===== config.mk =====
export PLATFORM = sky130hd
export DESIGN_NAME = branch_resolve_unit
export DESIGN_NICKNAME = d
export VERILOG_FILES = /design/src/rtl/branch_resolve_unit.sv
export SDC_FILE = /design/constraint.sdc
export NUM_CORES = 1
export LEC_CHECK = 0
export CAP_MARGIN = 40
export CORE_UTILIZATION = 50
export CTS_BUF_LIST = sky130_fd_sc_hd__clkbuf_4 sky130_fd_sc_hd__clkbuf_8
export CTS_CLUSTER_SIZE = 14
export DETAILED_ROUTE_END_ITERATION = 10
export MAX_ROUTING_LAYER = met4
export PLACE_DENSITY = 0.76
export SLEW_MARGIN = 20
export SYNTH_ARGS = -nofsm -noshare
export SYNTH_HDL_FRONTEND = slang
export SYNTH_SLANG_ARGS = --single-unit

===== constraint.sdc =====
create_clock -name clk -period 4.6 [get_ports clk]
set_clock_uncertainty 0.15 [all_clocks]
set_input_delay 0.92 -clock clk [delete_from_list [all_inputs] [get_ports clk]]
set_output_delay 0.92 -clock clk [all_outputs]
set_load 0.005 [all_outputs]

===== src/rtl/branch_resolve_unit.sv =====
// Execute-stage branch resolver: flag register, condition evaluation, circular
// return-address stack, and a registered redirect / link-write interface to fetch.
module branch_resolve_unit #(
    parameter int WIDTH     = 32,
    parameter int RAS_DEPTH = 8
) (
    input  logic                         clk,
    input  logic                         rst,
    input  logic                         valid,
    input  logic                         flush,
    input  logic [2:0]                   brOp,
    input  logic                         useRas,
    input  logic [WIDTH-1:0]             pc,
    input  logic [WIDTH-1:0]             branchTarget,
    input  logic [WIDTH-1:0]             op1,
    input  logic                         wrFlag,
    input  logic                         isEq,
    input  logic                         isGt,
    output logic [WIDTH-1:0]             branchPC,
    output logic                         isBranchTaken,
    output logic                         linkWr,
    output logic [WIDTH-1:0]             linkData,
    output logic                         flagE,
    output logic                         flagGt,
    output logic [$clog2(RAS_DEPTH):0]   rasCount,
    output logic                         rasOverflow,
    output logic                         rasUnderflow
);

    localparam int PTR_W = $clog2(RAS_DEPTH);
    localparam int CNT_W = PTR_W + 1;

    localparam logic [2:0] OP_B    = 3'b001;
    localparam logic [2:0] OP_BEQ  = 3'b010;
    localparam logic [2:0] OP_BGT  = 3'b011;
    localparam logic [2:0] OP_CALL = 3'b100;
    localparam logic [2:0] OP_RET  = 3'b101;

    // Return-address storage; contents are never reset, only ptr/count are.
    logic [WIDTH-1:0] rasMem [RAS_DEPTH];
    logic [PTR_W-1:0] rasPtr;
    logic [PTR_W-1:0] rasTopIdx;
    logic             rasEmpty;
    logic             rasFull;

    logic             effOp;
    logic             condE;
    logic             condGt;
    logic             takeNext;
    logic [WIDTH-1:0] targetNext;
    logic [WIDTH-1:0] linkAddr;
    logic             doPush;
    logic             doPop;
    logic             setUnder;

    // Decode the op, forward fresh compare results, and pick the redirect target.
    always_comb begin
        takeNext   = 1'b0;
        targetNext = branchTarget;
        doPush     = 1'b0;
        doPop      = 1'b0;
        setUnder   = 1'b0;
        rasTopIdx  = rasPtr - PTR_W'(1);
        rasEmpty   = (rasCount == '0);
        rasFull    = (rasCount == CNT_W'(RAS_DEPTH));
        linkAddr   = pc + WIDTH'(4);
        condE      = wrFlag ? isEq : flagE;
        condGt     = wrFlag ? isGt : flagGt;
        effOp      = valid & ~flush & (brOp != 3'b000) & (brOp <= OP_RET);
        if (effOp) begin
            case (brOp)
                OP_B:    takeNext = 1'b1;
                OP_BEQ:  takeNext = condE;
                OP_BGT:  takeNext = condGt;
                OP_CALL: begin
                    takeNext = 1'b1;
                    doPush   = 1'b1;
                end
                OP_RET: begin
                    takeNext = 1'b1;
                    if (useRas && !rasEmpty) begin
                        targetNext = rasMem[rasTopIdx];
                        doPop      = 1'b1;
                    end else begin
                        targetNext = op1;
                        setUnder   = useRas;
                    end
                end
                default: takeNext = 1'b0;
            endcase
        end
    end

    // Registered redirect/link outputs, flags and RAS bookkeeping.
    always_ff @(posedge clk or posedge rst) begin
        if (rst) begin
            branchPC      <= '0;
            isBranchTaken <= 1'b0;
            linkWr        <= 1'b0;
            linkData      <= '0;
            flagE         <= 1'b0;
            flagGt        <= 1'b0;
            rasPtr        <= '0;
            rasCount      <= '0;
            rasOverflow   <= 1'b0;
            rasUnderflow  <= 1'b0;
        end else begin
            isBranchTaken <= takeNext;
            if (takeNext) begin
                branchPC <= targetNext;
            end
            linkWr <= doPush;
            if (doPush) begin
                linkData <= linkAddr;
            end
            if (wrFlag) begin
                flagE  <= isEq;
                flagGt <= isGt;
            end
            if (doPush) begin
                rasPtr <= rasPtr + PTR_W'(1);
                if (rasFull) begin
                    rasOverflow <= 1'b1;
                end else begin
                    rasCount <= rasCount + CNT_W'(1);
                end
            end else if (doPop) begin
                rasPtr   <= rasTopIdx;
                rasCount <= rasCount - CNT_W'(1);
            end
            if (setUnder) begin
                rasUnderflow <= 1'b1;
            end
        end
    end

    // Stack write on push; a full stack simply overwrites its oldest slot.
    always_ff @(posedge clk) begin
        if (doPush) begin
            rasMem[rasPtr] <= linkAddr;
        end
    end

endmodule


==> results of run 1 <==
[stage by stage]
step / setup WS, ps / instance area (um2) / cells / utilization, % / power (mW)
global route: 971 / 17600 / 1620 / 63.2 / 10.1
floorplan: -791 / 14100 / 980 / - / 5.97
detailed placement: 966 / 16500 / 1520 / 59.3 / 7.19
finish: 1220 / 17600 / 1620 / 63.2 / 9.66
global placement: 1060 / 16500 / 1516 / 59.2 / 7.09
CTS: 1240 / 17600 / 1617 / 63.2 / 9.69
[worst paths after layout]
kind	slack, ps	endpoint	start	depth (start not counted)
min reg2reg	330	linkData[6]	linkData[6]	2
min in group asynchronous	510	linkData[0]	rst	2
min	330	linkData[6]	linkData[6]	2
max reg2reg	1220	branchPC[31]	rasPtr[1]	7
max in group asynchronous	2950	linkData[21]	rst	3
max	1220	branchPC[31]	rasPtr[1]	7
[tightest hold or removal path, cell delays in order, from the launching register on]
cell     delay [ps]
dfrtp_1         340
nand2_1          50
nand2_1          60
[area by class of cell]
class                      count  area, um2  share of cell area, %
tap                          378        473                   2.69
antenna                        2       5.00                 0.0285
inverter                       8       31.3                  0.178
timing repair buffer         225       2160                   12.3
multi-input combinational    577       4210                   24.0
sequential                   333       9610                   54.7
clock inverter                16       93.8                  0.534
clock buffer                  81        971                   5.53
[cell families after synthesis]
family	count (synthesis)
xor+xnor	36
compound gates	143
flops	333
buf+inv	70
mux	104
fa+ha+maj	5
simple gates	289
[sequential cells by signal, summed over array words and instances (netlist names), 3 cells and up]
| name | flops |
|---|---|
| rasMem | 256 |
| branchPC | 32 |
| linkData | 32 |
| rasCount | 4 |
| rasPtr | 3 |
[power by group through the flow]
stage,logic [mW],registers (mW),clock network [mW]
after global placement,3.42,3.67,0
after detailed placement,3.51,3.68,0
final,3.53,3.62,2.51
after global routing,3.80,3.64,2.66
after CTS,3.53,3.62,2.54
after floorplan,2.33,3.64,0
[cells in the final DEF, fill, tap and decap left out, types with 9 or more instances in the layout]
cell | synthesis | routed
a2111oi_0 | 31 | 31
dfrtp_1 | 77 | 77
clkdlybuf4s50_1 | 0 | 180
nand2_1 | 97 | 97
xor2_1 | 11 | 11
a22oi_1 | 34 | 34
xnor2_1 | 23 | 23
and3_1 | 12 | 12
mux2i_1 | 84 | 84
nor2_1 | 26 | 24
mux2_2 | 19 | 19
edfxtp_1 | 256 | 256
clkinv_1 | 0 | 12
buf_4 | 3 | 39
nand3_1 | 45 | 45
nand4_1 | 24 | 24
a2111oi_2 | 9 | 9
a2111oi_1 | 24 | 24
clkbuf_4 | 1 | 24
clkbuf_8 | 0 | 58
a221oi_1 | 16 | 16
nor2b_1 | 48 | 48
o21ai_1 | 16 | 16
[routing by layer]
| metal | up-vias | routed length [um] |
|---|---|---|
| met2 | 438 | 17300 |
| met3 | 69 | 2790 |
| met5 | - | 0 |
| met1 | 4674 | 15200 |
| met4 | 0 | 1050 |
| li1 | 4255 | - |
==> impl_metrics.tcl, run 1 <==
set metrics [dict create \
    status "finished, violations left" \
    violations "design-rule violations" \
    power_frac_clock_pct 26.0 \
    pwr-share-comb_pct 36.6 \
    numCtsBuffers 52 \
    ys_warn_count 0 \
    worstPathMaxFanout 73 \
    grt_max_degree 74 \
    cap_violations 0 \
    gr-usage-met1_pct 34.1 \
    synth-simple-area-share_pct 10.5 \
    num-nets-final 1309 \
    hold_buffers 0 \
    syn_nets 1092 \
    synthArstFlopShare_pct 23.1 \
    power.leakage_nw 6.28 \
    rsz0062_at_grt "false" \
    ios 181 \
    cp-start-kind "register" \
    vias 9436 \
    postCtsSetupRepairBufs 0 \
    die_x_um 170 \
    drt-total-wl_um 36400 \
    synth.area.mux_share_pct 7.56 \
    critPathSlowestCell "a2111oi_0" \
    worstSkewPairLatency_ps 570 \
    synth_fa_ha_area_share_pct 0.443 \
    post_drt_wl_per_cell_um 22.5 \
    worstPathArrival_ps 3720 \
    peakVddDrop_mv 0.461 \
    cts_buffer_depth 3 \
    grtUsageTotal_pct 26.5 \
    synth_common_cells "256 x edfxtp_1, 97 x nand2_1, 84 x mux2i_1" \
    swShare_pct 34.2 \
    worstPathCellList "inv_1 -> ha_4 -> buf_12 -> a2111oi_0 -> a2111oi_0 -> a221oi_1 -> o21ai_1" \
    grt_pass1_wl_um 55100 \
    seq_area_frac_synth_pct 68.1 \
    drc_errors 2 \
    drive_above_1_share_pct 14.4 \
    max_freq_mhz 296 \
    grt_antenna_before_repair 2 \
    hp-class "reg2reg" \
    synth_area_per_cell_um2 14.4 \
    period_needed_ps 3380 \
    clockRootBuffer "clkbuf_8" \
    io_buffers 180 \
    max_stage_delay_ps 760 \
    crit_buf_inv 2 \
    dieArea_um2 28900 \
    drt_iter0_drc 823 \
    synth_area_leaders "edfxtp_1 54%, dfrtp_1 14%, mux2i_1 6.0%, nand2_1 2.6%, nor2b_1 2.1%" \
    cts_tree "done" \
    synthCells 980 \
    fin_crit_sh_pct 73.5 \
    h-tree-depth 2 \
    clkSlewWorstSetupHoldPaths_ps 60 \
    crit_required_ps 4940 \
    yosys.area.top_type "edfxtp_1" \
    seqPwrFrac_pct 37.5 \
    dieHeight_um 170 \
    finalMaxSlewViolations 0 \
    gp_congestion 0.827 \
    crit_family "compound AO/OA/AOI/OAI gates" \
    nFillCells 2109 \
    met2_usage_pct 42.6 \
    netlist_area_um2 14100 \
    power_density_nw_per_um2 550 \
    synth-compound-area-share_pct 8.60 \
    core_um2 27800 \
    ys_types 51 \
    met3_usage_pct 3.98 \
    cts_resized 0 \
    synth_most_common_cell "edfxtp_1" \
    area_growth_syn_to_layout_pct 24.5 \
    crit_type "reg2reg" \
    end_kind "register" \
    synth_top_cell_area_share_pct 54.5 \
    grt_pass1_vias 9571 \
    relSlewSlack_pct 39.8 \
    busiest_layer "met2" \
    finalHoldViolCount 0 \
    synth_top_family_by_area "simple AND/OR/NAND/NOR gates" \
    setup_viol_count_final 0 \
    vias_per_cell 5.82 \
    firstDrtPassIters 9 \
    synth-seq-cells 333 \
    intPower_mw 6.35 \
    overflow 0 \
    path_common_cell "a2111oi_0" \
    whs_ps 330 \
    postRouteAntennaNets 0 \
    cts_sinks 333 \
    place_hpwl_um 23300 \
    synth-xor-area-share_pct 2.34 \
    initial_core_util_pct 50.8 \
    power.switching_mw 3.31 \
    synth_edf_count 256 \
    fin_tns_setup_ps 0 \
    rows 61 \
    synth_flop_cell "edfxtp_1" \
    worst_slew_pin_slew_ps 900 \
]
Note: power is estimated with default switching activity, not from simulation.
==> inputs of run 2 (changes only) <==
Settings changed: PLACE_DENSITY 0.76 to 0.73.
Clock period 4.6 ns to 3.15 ns, I/O delays scaled along.
==> run 2 against run 1 <==
  * The flow now finishes without violations
  * Final cell count grew 1.9%
  * Critical path depth up 1
  * Routed wire length is 3.1% lower
  * Non-clock buffer count is 35 higher
  * Final area grew 2.9%
  * Die area is the same
  * Hold slack got worse by 44 ps
  * Combinational power rose by 56%
  * Register-to-register slack got worse by 1100 ps
  * Clock power rose by 58%
  * Largest power group is now combinational logic
==> impl_metrics.tcl, run 2 (synthesized netlist as in run 1, its figures left out) <==
set metrics [dict create \
    status "finished, final reports clean" \
    relSlewSlack_pct 38.4 \
    swShare_pct 33.5 \
    finalNonFillerCells 1651 \
    final_common_cell "edfxtp_1" \
    setup_slack_ps 132 \
    intPower_mw 9.79 \
    grt_antenna_before_repair 0 \
    post_drt_wl_per_cell_um 21.3 \
    seq_area_um2 9610 \
    crit_start "rasPtr[0]" \
    drive_above_1_share_pct 17.1 \
    worstSkewPairLatency_ps 580 \
    firstDrtPassIters 5 \
    drc_errors 0 \
    drt_iter0_drc 682 \
    grt_pass1_vias 9477 \
    power.switching_mw 4.93 \
    postRouteAntennaNets 0 \
    gp_congestion 0.886 \
    die_x_um 170 \
    grt_pass1_wl_um 53700 \
    seqPwrFrac_pct 35.7 \
    hold_buffers 0 \
    end_kind "register" \
    diodes 0 \
    overflow 0 \
    core_um2 27800 \
    worstPathArrival_ps 3310 \
    cts_sinks 333 \
    fin_tns_setup_ps 0 \
    clkSlewWorstSetupHoldPaths_ps 70 \
    peakVddDrop_mv 0.568 \
    place_ws_ps -6.63 \
    num-nets-final 1344 \
    area_growth_syn_to_layout_pct 28.0 \
    finalMaxSlewViolations 0 \
    power.leakage_nw 6.53 \
    cts_buffer_depth 3 \
    placed_cells_incl_taps 1552 \
    grt_max_degree 78 \
    cp-start-kind "register" \
    pwr-share-comb_pct 37.4 \
    vias 9425 \
    hp-class "in2async" \
    grtUsageTotal_pct 25.7 \
    regMostFlops "rasMem" \
    dieHeight_um 170 \
    cts_tree "done" \
    cts_resized 0 \
    postCtsSetupRepairBufs 0 \
    ios 181 \
    max_freq_mhz 331 \
    power_density_nw_per_um2 815 \
    h-tree-depth 2 \
    dieArea_um2 28900 \
    setup_viol_count_final 0 \
    place_hpwl_um 22000 \
    cap_violations 0 \
    vias_per_cell 5.71 \
    fin_crit_sh_pct 95.8 \
    r2r_start "rasPtr[0]" \
    multiInputGateArea_um2 4250 \
    power_frac_clock_pct 26.9 \
    crit_required_ps 3440 \
    worst_slew_pin_slew_ps 918 \
    numCtsBuffers 52 \
    rows 61 \
    rsz0062_at_grt "false" \
    rr_worst_depth 8 \
    drt-total-wl_um 35200 \
    worstPathMaxFanout 25 \
    finalHoldViolCount 0 \
    io_buffers 180 \
    crit_type "reg2reg" \
    fin_util_pct 65.0 \
    nFillCells 2063 \
    initial_core_util_pct 50.8 \
    final_cell_mix "256 x edfxtp_1, 180 x clkdlybuf4s50_1, 97 x nand2_1" \
    clockRootBuffer "clkbuf_8" \
    largestRegisters "rasMem (256), branchPC (32), linkData (32)" \
    largest_register_ff_count 256 \
    period_needed_ps 3020 \
]
==> run 2: cell types whose count changed in the layout (fill, tap and decap cells not counted), sizes merged <==
cell,previous run,this run
buf,44,76
clkbuf,82,76
bufinv,1,6
clkinv,15,17
diode,2,0
==> run 2: metal layers <==
metal	part of all wire, %	global-route usage, %	vias up
li1	-	-	4300
met1	45	36.0	4637
met2	45	39.0	432
met3	7.7	3.74	56
met4	2.2	7.64	0
met5	0	-	-
==> run 2: layout make-up <==
| cell class | instances | share of cell area, % |
|---|---|---|
| multi-input cells | 577 | 23.5 |
| well taps | 378 | 2.62 |
| inverters | 8 | 0.173 |
| clock buffers | 72 | 4.90 |
| flip-flops and latches | 333 | 53.2 |
| clock inverters | 23 | 1.45 |
| repair buffers | 260 | 14.1 |
==> run 2: per-stage QoR <==
step,hold slack [ps],power [mW],area (um2)
finish,286,14.7,18100
global route,319,15.4,18100
CTS,329,14.8,18000
detailed placement,308,10.8,16900
global placement,312,10.7,16800
floorplan,310,8.75,14200
==> run 2: worst paths after layout <==
path,endpoint,slack (ps)
setup reg to reg,branchPC[16],130
min in group clk,rasUnderflow,330
setup / recovery,branchPC[16],130
max in group asynchronous,linkData[18],2090
hold / removal,branchPC[31],290
hold reg to reg,rasUnderflow,330
==> run 2: critical path, cell delays in order (launching register included) <==
cell and delay [ps]:
dfrtp_1 370, inv_1 90, ha_4 400, buf_4 340, nor2b_1 120, a2111oi_0 730, a2111oi_1 230, a221oi_1 330
o21ai_1 100
==> run 2: power groups by stage <==
stage	sequential, mW	combinational, mW	clock [mW]
global placement	5.33	5.34	0
global route	5.29	5.92	4.23
finish	5.26	5.50	3.96
CTS	5.25	5.49	4.03
floorplan	5.32	3.44	0
detailed placement	5.34	5.47	0
==> RTL edit: new RTL, config.mk and constraints of run 1 <==
Change the parameter `RAS_DEPTH` from 8 to 4.
--- a/src/rtl/branch_resolve_unit.sv
+++ b/src/rtl/branch_resolve_unit.sv
@@ -2,7 +2,7 @@
 // return-address stack, and a registered redirect / link-write interface to fetch.
 module branch_resolve_unit #(
     parameter int WIDTH     = 32,
-    parameter int RAS_DEPTH = 8
+    parameter int RAS_DEPTH = 4
 ) (
     input  logic                         clk,
     input  logic                         rst,
Interface: changed (resized rasCount); port bits go from 181 to 180. The function was not compared with the original's and may differ.
==> RTL edit against run 1 <==
- synthesized area is 36% lower
- utilization is 4.4 points higher
- hold slack lost 2.9 ps
- clock power shrank 33%
- cell area decreased by 33%
- sequential power fell by 38%
- sequential share of layout area down 6.3 points
- wire length shrank 40%
- total power decreased by 45%
- critical path type is now input pin to flip-flop
- worst setup slack improved by 310 ps
- largest power group unchanged
- combinational power is 59% lower
- sequential cell count down 130
==> RTL edit: results (changes against run 1) <==
[run_status]
outcome=finished clean

[final_layout]
drive_above_1_share_pct=15.3  ; +0.90 points
top_regs=rasMem x128, branchPC x32, linkData x32
fillers=1241  ; -41%
nNetsFinal=988  ; -25%
antennaDiodeCount=0  ; -2

[detailed_routing]
drt_first_iter_violations=421  ; -49%
drtPass1Iterations=5  ; -4
routedWlPerCell_um=19.3  ; -14%
drt-vias-per-instance=5.67  ; -2.6%
vias=6373  ; -32%

[min_path]
min_path_type=flip-flop to flip-flop
holdCritStartpoint=linkData[3]

[logic_synthesis]
synth_nets=805  ; -26%
ys_types=49  ; -3.9%
ys_warn_count=0  ; unchanged
ys_seq_area_share_pct=63.4  ; -4.7 points
synth_area_leaders=edfxtp_1 43%, dfrtp_1 21%, mux4_2 8.0%
syn_area_per_cell_sq_um=13.0  ; -9.4%
synth_commonest_cells=128 x edfxtp_1, 102 x nand2_1, 75 x dfrtp_1, 51 x nor2_1, 43 x o21ai_0
synthArstFlopShare_pct=36.9  ; +14 points
synth_edf_count=128  ; -50%

[power_and_ir_drop]
irDropWorstVdd_mv=0.258  ; -44%
p_leak_nw=4.49  ; -28%
intPower_mw=3.92  ; -38%

[clock_tree]
clk_path_buf_depth=3  ; unchanged
clk_latency_ps=560
clkTransAtPathRegs_ps=70
cts_resized=0  ; unchanged
htreeDepth=1  ; -1
numCtsBuffers=31  ; -40%
cts_setup_buffers=0  ; unchanged
root_buffer=clkbuf_8

[timing]
tightest_slew_ps=687  ; -213 ps
fmax_mhz=326  ; +10%
setup_violations=0  ; unchanged

[grt]
antenna_found_initial=0  ; -2
grt_pass1_wl_mm=33.7  ; -39%
grt_max_degree=50  ; -32%
grt_pass1_vias=6645  ; -31%
grtUsageTotal_pct=24.5  ; -2.0 points

[setup_path]
r2r_cells=8  ; +1
crit_path_max_fanout=8  ; -89%
cp-endpoint=rasMem[0][30]
r2r_start=rasPtr[1]
worstSetupStartpoint=pc[2]
rrSetupSlack_ps=1960  ; +740 ps
r2r_end=branchPC[25]
cp_data_arrival_time_ps=3230  ; -490 ps

[placed_design]
gp_congestion=0.923  ; +12%
port_buffers=179  ; -0.56%
placedCellCount=1067  ; -30%
dp_hpwl_mm=15.0  ; -36%
post-place-ws_ps=979  ; +13.6 ps
place_area_sq_um=11100  ; -33%

==> RTL edit: per-layer routing <==
layer	GRT usage, %	routed length, um	vias to the layer above
met5	-	0	-
met4	7.84	494	0
met3	3.32	1390	44
met2	38.9	10300	273
met1	32.7	9470	3121
li1	-	-	2935
==> RTL edit: layout make-up <==
class	instances	area share, %
Inverter	14	0.455
Sequential cell	203	48.4
Clock inverter	11	1.53
Multi-Input combinational cell	430	26.1
Clock buffer	45	4.50
Timing Repair Buffer	195	16.6
Tap cell	225	2.38
==> RTL edit: power by group through the flow <==
stage | combinational, mW | clock [mW] | sequential (mW)
6_report | 1.43 | 1.69 | 2.24
5_1_grt | 1.57 | 1.80 | 2.26
4_1_cts | 1.45 | 1.73 | 2.24
3_5_place_dp | 1.45 | 0 | 2.27
3_3_place_gp | 1.39 | 0 | 2.26
2_1_floorplan | 0.792 | 0 | 2.24
==> RTL edit: worst min path at each step <==
stage / end / slack (ps) / cells past startpoint
final: linkData[3] / 330 / 2
after global routing: rasOverflow / 360 / 1
after CTS: rasOverflow / 330 / 1
after detailed placement: rasOverflow / 320 / 1
after global placement: rasOverflow / 310 / 1
after floorplan: rasOverflow / 320 / 1
==> RTL edit: per-stage QoR <==
| stage | power [mW] | hold WS (ps) | util [%] |
|---|---|---|---|
| 2_1_floorplan | 3.03 | 316 | - |
| 3_3_place_gp | 3.65 | 307 | 63.1 |
| 3_5_place_dp | 3.72 | 316 | 63.5 |
| 4_1_cts | 5.42 | 331 | 67.6 |
| 5_1_grt | 5.62 | 355 | 67.6 |
| 6_report | 5.36 | 327 | 67.6 |
==> RTL edit: critical path, stage by stage <==
cell and delay, ps:
clkdlybuf4s50_1 570, ha_1 230, nand3_2 220, nor4_2 620, nand3_1 220, xnor2_1 440
==> RTL edit: logic make-up after synthesis <==
family | share of synthesized area (%)
compound gates | 7.32
xor+xnor | 2.14
fa+ha+maj | 0.832
buf+inv | 2.59
simple gates | 13.9
flops | 63.4
mux | 9.86
